<file path="src/rtl/bias_buffer.sv">
// bias_buffer: DEPTH x DATA_W bias word store. Words are loaded sequentially
// through a wrapping load pointer and read back as bursts on a valid/ready
// output stream. The output register is the read-data register, so read
// latency is one cycle and the output is held stable while stalled.
// Optional feature: define BIAS_BUF_ZERO_ON_RESET_EN to add a clear sequencer
// that zeroes every entry after reset before the buffer becomes available.
module bias_buffer #(
   parameter int unsigned DATA_W = 32,
   parameter int unsigned DEPTH  = 16,
   parameter int unsigned ADDR_W = 4
) (
   input  logic              clk,
   input  logic              rst,
   input  logic              load_valid_i,
   input  logic [DATA_W-1:0] load_data_i,
   output logic              load_ready_o,
   output logic              load_done_o,
   input  logic              rd_start_i,
   input  logic [ADDR_W-1:0] rd_base_i,
   input  logic [ADDR_W:0]   rd_len_i,
   output logic              rd_busy_o,
   output logic              out_valid_o,
   input  logic              out_ready_i,
   output logic [DATA_W-1:0] out_data_o,
   output logic              out_last_o
);

   localparam int unsigned LEN_W = ADDR_W + 1;

   typedef enum logic [1:0] {
      CLEAR = 2'd0,
      IDLE  = 2'd1,
      READ  = 2'd2,
      DRAIN = 2'd3
   } state_e;

`ifdef BIAS_BUF_ZERO_ON_RESET_EN
   localparam state_e RESET_STATE = CLEAR;
`else
   localparam state_e RESET_STATE = IDLE;
`endif

   state_e              state_q, state_d;
   logic [DATA_W-1:0]   mem_q [DEPTH];
   logic [ADDR_W-1:0]   load_ptr_q, load_ptr_d;
   logic [ADDR_W-1:0]   base_q, base_d;
   logic [LEN_W-1:0]    len_q, len_d;
   logic [LEN_W-1:0]    cnt_q, cnt_d;
   logic                load_done_q, load_done_d;
   logic                load_ready_q, load_ready_d;
   logic                rd_busy_q, rd_busy_d;
   logic                out_valid_q, out_valid_d;
   logic                out_last_q, out_last_d;
   logic [DATA_W-1:0]   out_data_q;

   logic                wr_en_c;
   logic [ADDR_W-1:0]   wr_addr_c;
   logic [DATA_W-1:0]   wr_data_c;
   logic                rd_en_c;
   logic [ADDR_W-1:0]   rd_addr_c;

`ifdef BIAS_BUF_ZERO_ON_RESET_EN
   logic [ADDR_W-1:0]   clr_ptr_q, clr_ptr_d;
`endif

   // Next-state, memory port control and output-register next values
   always_comb begin
      state_d     = state_q;
      load_ptr_d  = load_ptr_q;
      base_d      = base_q;
      len_d       = len_q;
      cnt_d       = cnt_q;
      load_done_d = 1'b0;
      out_valid_d = out_valid_q;
      out_last_d  = out_last_q;
      wr_en_c     = 1'b0;
      wr_addr_c   = load_ptr_q;
      wr_data_c   = load_data_i;
      rd_en_c     = 1'b0;
      rd_addr_c   = base_q + cnt_q[ADDR_W-1:0];
`ifdef BIAS_BUF_ZERO_ON_RESET_EN
      clr_ptr_d   = clr_ptr_q;
`endif

      // An accepted word empties the output register unless refilled below
      if (out_valid_q && out_ready_i) begin
         out_valid_d = 1'b0;
         out_last_d  = 1'b0;
      end

      unique case (state_q)
`ifdef BIAS_BUF_ZERO_ON_RESET_EN
         CLEAR: begin
            wr_en_c   = 1'b1;
            wr_addr_c = clr_ptr_q;
            wr_data_c = '0;
            clr_ptr_d = clr_ptr_q + ADDR_W'(1);
            if (clr_ptr_q == ADDR_W'(DEPTH - 1)) begin
               state_d = IDLE;
            end
         end
`endif
         IDLE: begin
            // Loads only land in IDLE, so they always precede the next burst's reads
            if (load_valid_i) begin
               wr_en_c     = 1'b1;
               load_ptr_d  = load_ptr_q + ADDR_W'(1);
               load_done_d = (load_ptr_q == ADDR_W'(DEPTH - 1));
            end
            if (rd_start_i && (rd_len_i != '0)) begin
               state_d = READ;
               base_d  = rd_base_i;
               len_d   = rd_len_i;
               cnt_d   = '0;
            end
         end
         READ: begin
            if (!out_valid_q || out_ready_i) begin
               rd_en_c     = 1'b1;
               out_valid_d = 1'b1;
               out_last_d  = (cnt_q == (len_q - LEN_W'(1)));
               cnt_d       = cnt_q + LEN_W'(1);
               if (out_last_d) begin
                  state_d = DRAIN;
               end
            end
         end
         DRAIN: begin
            if (out_valid_q && out_ready_i && out_last_q) begin
               state_d = IDLE;
            end
         end
         default: begin
            state_d = IDLE;
         end
      endcase

      load_ready_d = (state_d == IDLE);
      rd_busy_d    = (state_d != IDLE);
   end

   // State, pointers, burst counters and control outputs
   always_ff @(posedge clk) begin
      if (rst) begin
         state_q      <= RESET_STATE;
         load_ptr_q   <= '0;
         base_q       <= '0;
         len_q        <= '0;
         cnt_q        <= '0;
         load_done_q  <= 1'b0;
         load_ready_q <= (RESET_STATE == IDLE);
         rd_busy_q    <= (RESET_STATE != IDLE);
         out_valid_q  <= 1'b0;
         out_last_q   <= 1'b0;
      end else begin
         state_q      <= state_d;
         load_ptr_q   <= load_ptr_d;
         base_q       <= base_d;
         len_q        <= len_d;
         cnt_q        <= cnt_d;
         load_done_q  <= load_done_d;
         load_ready_q <= load_ready_d;
         rd_busy_q    <= rd_busy_d;
         out_valid_q  <= out_valid_d;
         out_last_q   <= out_last_d;
      end
   end

`ifdef BIAS_BUF_ZERO_ON_RESET_EN
   // Clear sequencer address
   always_ff @(posedge clk) begin
      if (rst) begin
         clr_ptr_q <= '0;
      end else begin
         clr_ptr_q <= clr_ptr_d;
      end
   end
`endif

   // Storage array write port (contents are not reset)
   always_ff @(posedge clk) begin
      if (wr_en_c) begin
         mem_q[wr_addr_c] <= wr_data_c;
      end
   end

   // Synchronous read port feeding the output data register
   always_ff @(posedge clk) begin
      if (rst) begin
         out_data_q <= '0;
      end else if (rd_en_c) begin
         out_data_q <= mem_q[rd_addr_c];
      end
   end

   assign load_ready_o = load_ready_q;
   assign load_done_o  = load_done_q;
   assign rd_busy_o    = rd_busy_q;
   assign out_valid_o  = out_valid_q;
   assign out_last_o   = out_last_q;
   assign out_data_o   = out_data_q;

endmodule

</file>
<file path="config.mk">
export PLATFORM = sky130hd
export DESIGN_NAME = bias_buffer
export DESIGN_NICKNAME = d
export VERILOG_FILES = /design/src/rtl/bias_buffer.sv
export SDC_FILE = /design/constraint.sdc
export NUM_CORES = 1
export LEC_CHECK = 0
export CAP_MARGIN = 10
export CORE_UTILIZATION = 50
export CTS_BUF_LIST = sky130_fd_sc_hd__clkbuf_4 sky130_fd_sc_hd__clkbuf_8
export DETAILED_ROUTE_END_ITERATION = 10
export HOLD_SLACK_MARGIN = 0.1
export PLACE_DENSITY = 0.77
export SLEW_MARGIN = 30
export SYNTH_ARGS = -nofsm -noshare
export SYNTH_HDL_FRONTEND = slang
export SYNTH_SLANG_ARGS = --single-unit
</file>
<file path="constraint.sdc">
create_clock -name clk -period 6 [get_ports clk]
set_clock_uncertainty 0.2 [all_clocks]
set_input_delay 1.2 -clock clk [delete_from_list [all_inputs] [get_ports clk]]
set_output_delay 1.2 -clock clk [all_outputs]
set_load 0.02 [all_outputs]
</file>
==> results.tsv, run 1 <==
metric	value	unit
hold_path_class	register to register	
wirelength	44400	um
placed_cell_area	23700	um2
regArea	16500	um2
cts_root_buf	clkbuf_8	
outcome	complete, no violations	
yosysWarnings	0	
antenna_cells	0	
ir_worst_vdd	0.273	mV
clk_pin_slew_worst_paths	0.06	ns
final_nets	1333	
synthFlopType	edfxtp_1	
fillers	3088	
leakage	8.54	nW
synth_nets	1188	
port_buffers	82	
gp_congestion	0.774	
ant_nets	0	
initial_core_util	51.0	%
setup_ws	2.58	ns
numCtsBuffers	88	
cts_sinks	569	
power.total	9.12	mW
synth_top_area_share	69.7	%
fp.dieH	212	um
syn_inst	1127	
core_area	43300	um2
rsz0062_at_grt	no	
multi_input_comb_area	5310	um2
vias_per_cell	5.69	
reg2reg_setup_slack	2.59	ns
wire_per_inst	23.0	um
yosysSeqAreaShare	74.9	%
syn_area	22100	um2
grt_pass1_vias	11503	
tightest_slew	0.976	ns
clk_latency	0.64	ns
setup_tns	0	ns
drt_iter0_markers	1162	
chipWidth	212	um
drive_gt1_share	26.1	%
worst_slew_margin_rel	34.8	%
gr-total-overflow	0	
num_vias	10979	
drv_cap	0	
setup_viol	0	
fin_crit	3.42	ns
grt_max_degree	129	
fin_area	25500	um2
crit_fanout	23	
finalHoldViolCount	0	
grt_usage	20.7	%
area_delta_synth_final	15.6	%
finalCritPeriodShare	57.1	%
num_io_pins	83	
syn_avg_cell_area	19.6	um2
synth_cell_type_count	52	
postSynth.asyncResetShare	0	%
dpl_worst_slack	1.94	ns
critPathRequiredTime	6.13	ns
end_kind	register	
clk_path_buf_depth	3	
yosys-top-cells-area	edfxtp_1 70%, mux4_2 11%, dfxtp_1 5.2%, mux4_1 2.4%, nand2_1 2.4%	
drt-pass1-iter-count	5	
grt_pass1_wl	68200	um
cts_setup_buffers	0	
drc	0	
ctsHoldBuffers	0	
cts_tree	built	
cts_resized	0	
hpwl	25100	um
placementRows	76	
p_per_area	358	nW/um2
max_clock_freq	292	MHz
antenna_found_initial	1	
synth.largest_area_cell	edfxtp_1	
drv_slew	0	
crit_arrival	3.56	ns
synth_edf_count	512	
startpoint_type	input port	
die-area	45000	um2
htree_levels	3	
ys_ff_latch	569	
critPathKind	input port to register	
final cells by class:
| type | instances | area share (%) |
|---|---|---|
| clock inverter | 25 | 0.520 |
| clock buffer | 138 | 6.57 |
| inverter | 12 | 0.177 |
| tap | 585 | 2.87 |
| multi-input combinational | 490 | 20.8 |
| sequential | 569 | 64.8 |
| timing repair buffer | 111 | 4.28 |
state kept, by name, indices dropped and copies added (netlist names), 2 cells and up:
register,count
cnt_q,5
state_q,2
base_q,4
out_data_o,32
mem_q,512
len_q,5
load_ptr_q,4
power by group:
part           internal [mW]  total [mW]  switching, mW
sequential              4.49        4.56         0.0660
clock                   1.78        3.24           1.46
combinational          0.592        1.32          0.730
total                   6.86        9.12           2.25
metal layers:
| layer | global-route usage [%] | vias up | routed length (um) |
|---|---|---|---|
| met5 | 0 | - | 17 |
| li1 | - | 4823 | - |
| met4 | 7.40 | 2 | 1060 |
| met2 | 32.3 | 379 | 21400 |
| met3 | 4.24 | 84 | 3180 |
| met1 | 29.0 | 5691 | 18800 |
path summary, 6_finish.rpt:
path,startpoint,to,cells after the start
hold / removal,len_q[4]$_SDFFE_PP0P_,len_q[4]$_SDFFE_PP0P_,2
hold reg to reg,len_q[4]$_SDFFE_PP0P_,len_q[4]$_SDFFE_PP0P_,2
setup / recovery,load_valid_i,mem_q[7][2]$_DFFE_PP_,5
setup reg to reg,cnt_q[0]$_SDFFE_PP0P_,out_data_o[2]$_SDFFE_PP0P_,8
cells in the mapped netlist, types with 2 or more instances:
library cell / count
mux2i_4: 2
buf_1: 12
o31ai_1: 2
buf_4: 10
nand2b_1: 4
buf_2: 11
mux2i_1: 5
inv_1: 12
dfxtp_1: 57
mux4_1: 20
buf_6: 6
and2_1: 2
a21o_1: 2
nor2_1: 31
mux4_2: 108
nand2_1: 139
a211o_1: 32
nor3_1: 9
edfxtp_1: 512
nand3_1: 8
nand4_1: 2
dlymetal6s2s_1: 4
a21oi_1: 44
a21oi_2: 31
xnor2_1: 9
xor2_1: 3
clkbuf_1: 12
ha_1: 14
metrics by stage:
step / instances / hold WS [ns] / utilization, %
finish: 1930 / 0.273 / 58.9
detailed placement: 1767 / 0.256 / 54.8
CTS: 1930 / 0.272 / 58.9
floorplan: 1127 / 0.248 / -
global placement: 1765 / 0.247 / 54.7
global route: 1930 / 0.293 / 58.9
critical path: stages:
cell             delay [ns]
clkdlybuf4s50_1        0.46
and2_1                 0.33
nand2_1                0.34
nor2_4                 0.86
buf_4                  0.35
placed cells by master, fill, tap and decap left out, types with 2 or more instances in the layout:
cell type / instances
nand2_1: 139
nor3_2: 4
clkinvlp_4: 2
clkbuf_4: 36
and2_1: 2
edfxtp_1: 512
dfxtp_1: 57
clkbuf_8: 102
a211o_1: 32
mux2i_1: 5
clkinv_1: 12
inv_6: 3
mux2i_4: 2
nor3_1: 5
ha_1: 13
inv_1: 12
mux4_2: 108
buf_12: 3
a21oi_1: 44
xor2_1: 3
buf_4: 25
o31ai_1: 2
nor2_4: 12
xnor2_1: 9
clkdlybuf4s50_1: 81
nand4_1: 2
nand3_1: 8
clkinv_2: 7
a21oi_2: 31
mux4_1: 20
nor2_1: 19
a21o_1: 2
nand2b_1: 4
kinds of logic (layout without fill, tap and decap cells):
group / count (synthesis) / after routing / synth area share (%)
AO/OA/AOI/OAI: 119 / 119 / 3.95
XOR/XNOR: 14 / 14 / 0.624
adder cells (fa/ha/maj): 15 / 15 / 0.885
buffers and inverters: 68 / 286 / 1.78
flip-flops: 569 / 569 / 74.9
multiplexers: 135 / 135 / 13.8
AND/OR/NAND/NOR: 207 / 207 / 4.03
Note: power is estimated with default switching activity, not from simulation.
==> inputs of run 2 (changes only) <==
--- a/config.mk
+++ b/config.mk
@@ -10,7 +10,7 @@
 export CTS_BUF_LIST = sky130_fd_sc_hd__clkbuf_4 sky130_fd_sc_hd__clkbuf_8
 export DETAILED_ROUTE_END_ITERATION = 10
 export HOLD_SLACK_MARGIN = 0.1
-export PLACE_DENSITY = 0.77
+export PLACE_DENSITY = 0.8
 export SLEW_MARGIN = 30
 export SYNTH_ARGS = -nofsm -noshare
 export SYNTH_HDL_FRONTEND = slang
==> constraint.sdc (replaced) <==
create_clock -name clk -period 3.15 [get_ports clk]
set_clock_uncertainty 0.2 [all_clocks]
set_input_delay 0.63 -clock clk [delete_from_list [all_inputs] [get_ports clk]]
set_output_delay 0.63 -clock clk [all_outputs]
set_load 0.02 [all_outputs]
==> results.tsv, run 2 (synthesis results as in run 1) <==
metric	value	unit	change
outcome	complete, no violations		unchanged
pwr-share-comb	14.7	%	was 14.5%
hold_path_class	register to register		unchanged
htree_levels	3		unchanged
wire_per_inst	23.7	um	was 23.0 um
hold-path-cell-count	1		was 2
post-place-cells	1786		was 1767
p_sw	4.33	mW	was 2.25 mW
setup_ws	0.136	ns	was 2.58 ns
clk_path_buf_depth	3		unchanged
seqPwrFrac	48.6	%	was 50.0%
fp.dieH	212	um	unchanged
drive_gt1_share	27.0	%	was 26.1%
reg2reg_setup_slack	0.14	ns	was 2.59 ns
ir_worst_vdd	0.345	mV	was 0.273 mV
gr-total-overflow	0		unchanged
antenna_found_initial	3		was 1
utilization	60.4	%	was 58.9%
setup_tns	0	ns	unchanged
whs	0.276	ns	was 0.273 ns
chipWidth	212	um	unchanged
path_buf_inv	2		unchanged
crit_path_end	out_data_o[10]$_SDFFE_PP0P_		was mem_q[7][2]$_DFFE_PP_
grt_pass1_wl	68500	um	was 68200 um
grt_usage	21.0	%	was 20.7%
drt-pass1-iter-count	6		was 5
p_int	13.5	mW	was 6.86 mW
initial_core_util	51.0	%	unchanged
numCtsBuffers	85		was 88
hpwl	24900	um	was 25100 um
ant_nets	0		unchanged
clk_pin_slew_worst_paths	0.06	ns	about the same
worst_slew_margin_rel	61.7	%	was 34.8%
final_cell_mix	512 x edfxtp_1, 139 x nand2_1, 110 x clkbuf_8		was 512 x edfxtp_1, 139 x nand2_1, 108 x mux4_2
finalHoldViolCount	0		unchanged
crit_chain	ha_4 > inv_1 > fa_4 > buf_12 > mux4_1 > nand2_1 > a21oi_2 > a211o_1		was clkdlybuf4s50_1 > and2_1 > nand2_1 > nor2_4 > buf_4
drc	0		unchanged
drv_slew	0		unchanged
power.total	17.8	mW	was 9.12 mW
crit_family	adder cells		was simple AND/OR/NAND/NOR gates
end_kind	register		unchanged
r2r_end	out_data_o[10]$_SDFFE_PP0P_		was out_data_o[2]$_SDFFE_PP0P_
placementRows	76		unchanged
tightest_slew	0.573	ns	was 0.976 ns
setup_viol	0		unchanged
drt_iter0_markers	1146		was 1162
drv_cap	0		unchanged
ctsHoldBuffers	0		unchanged
r2r_cells	8		unchanged
crit_fanout	52		was 23
startpoint_type	register		was input port
path_depth	8		was 5
critPathKind	register to register		was input port to register
port_buffers	82		unchanged
fin_area	26100	um2	was 25500 um2
slowest_stage	fa_4		was nor2_4
finalCritPeriodShare	95.7	%	
clk_latency	0.66	ns	was 0.64 ns
core_area	43300	um2	unchanged
placed_cell_area	24200	um2	was 23700 um2
cts_tree	built		unchanged
cts_resized	0		unchanged
vias_per_cell	5.78		was 5.69
final_cells	1947		was 1930
dpl_worst_slack	0.190	ns	was 1.94 ns
critPathRequiredTime	3.47	ns	was 6.13 ns
largest_register_ffs	512		unchanged
cts_root_buf	clkbuf_8		unchanged
num_io_pins	83		unchanged
max_clock_freq	332	MHz	
area_delta_synth_final	18.5	%	was 15.6%
final_common_cell	edfxtp_1		unchanged
max_stage_delay	0.84	ns	was 0.86 ns
leakage	8.75	nW	was 8.54 nW
rsz0062_at_grt	no		unchanged
cts_setup_buffers	0		unchanged
gp_congestion	0.778		was 0.774
r2r-start	cnt_q[0]$_SDFFE_PP0P_		unchanged
p_sw_share	24.3	%	was 24.7%
p_per_area	683	nW/um2	was 358 nW/um2
fin_crit	3.01	ns	
num_vias	11263		was 10979
wirelength	46100	um	was 44400 um
die-area	45000	um2	unchanged
startpoint	cnt_q[0]$_SDFFE_PP0P_		was load_valid_i
pwr-share-clk	36.7	%	was 35.5%
grt_max_degree	65		was 129
largest-register	mem_q		unchanged
final_nets	1349		was 1333
crit_arrival	3.33	ns	was 3.56 ns
cts_sinks	569		unchanged
grt_pass1_vias	11480		was 11503
## run 2: cell types whose count changed in the layout (fill, tap and decap cells not counted), sizes merged
cell           change
buf               +18
bufinv             +4
clkbuf             -5
clkdlybuf4s50      +1
clkinvlp           +1
diode              +1
inv                -3
## run 2: final cells by class
cell class,count,area [um2]
Clock inverter,27,233
Inverter,12,45.0
Multi-Input combinational cell,490,5330
Antenna cell,1,2.50
Timing Repair Buffer,130,1580
Fill cell,2913,17100
Tap cell,585,732
Clock buffer,133,1690
Sequential cell,569,16500
## run 2: per-layer routing
layer / share of wire (%) / track usage [%] / routed length (um)
met4: 1.9 / 7.80 / 894
met2: 49 / 33.2 / 22400
met5: 0.067 / 0 / 31
met1: 40 / 28.7 / 18500
met3: 9.3 / 4.89 / 4300
## run 2: how the worst min path moves through the flow
stage	from	end
final	out_data_o[16]$_SDFFE_PP0P_	out_data_o[16]$_SDFFE_PP0P_
after global placement	out_data_o[20]$_SDFFE_PP0P_	out_data_o[20]$_SDFFE_PP0P_
after CTS	out_data_o[16]$_SDFFE_PP0P_	out_data_o[16]$_SDFFE_PP0P_
after detailed placement	out_data_o[16]$_SDFFE_PP0P_	out_data_o[16]$_SDFFE_PP0P_
after floorplan	len_q[4]$_SDFFE_PP0P_	len_q[4]$_SDFFE_PP0P_
after global routing	out_data_o[16]$_SDFFE_PP0P_	out_data_o[16]$_SDFFE_PP0P_
## run 2: power by group through the flow
stage	registers (mW)	logic (mW)	clock network (mW)
finish	8.68	2.62	6.54
global placement	8.82	2.57	0
floorplan	8.87	1.72	0
CTS	8.68	2.65	6.63
detailed placement	8.84	2.63	0
global route	8.70	2.82	6.93
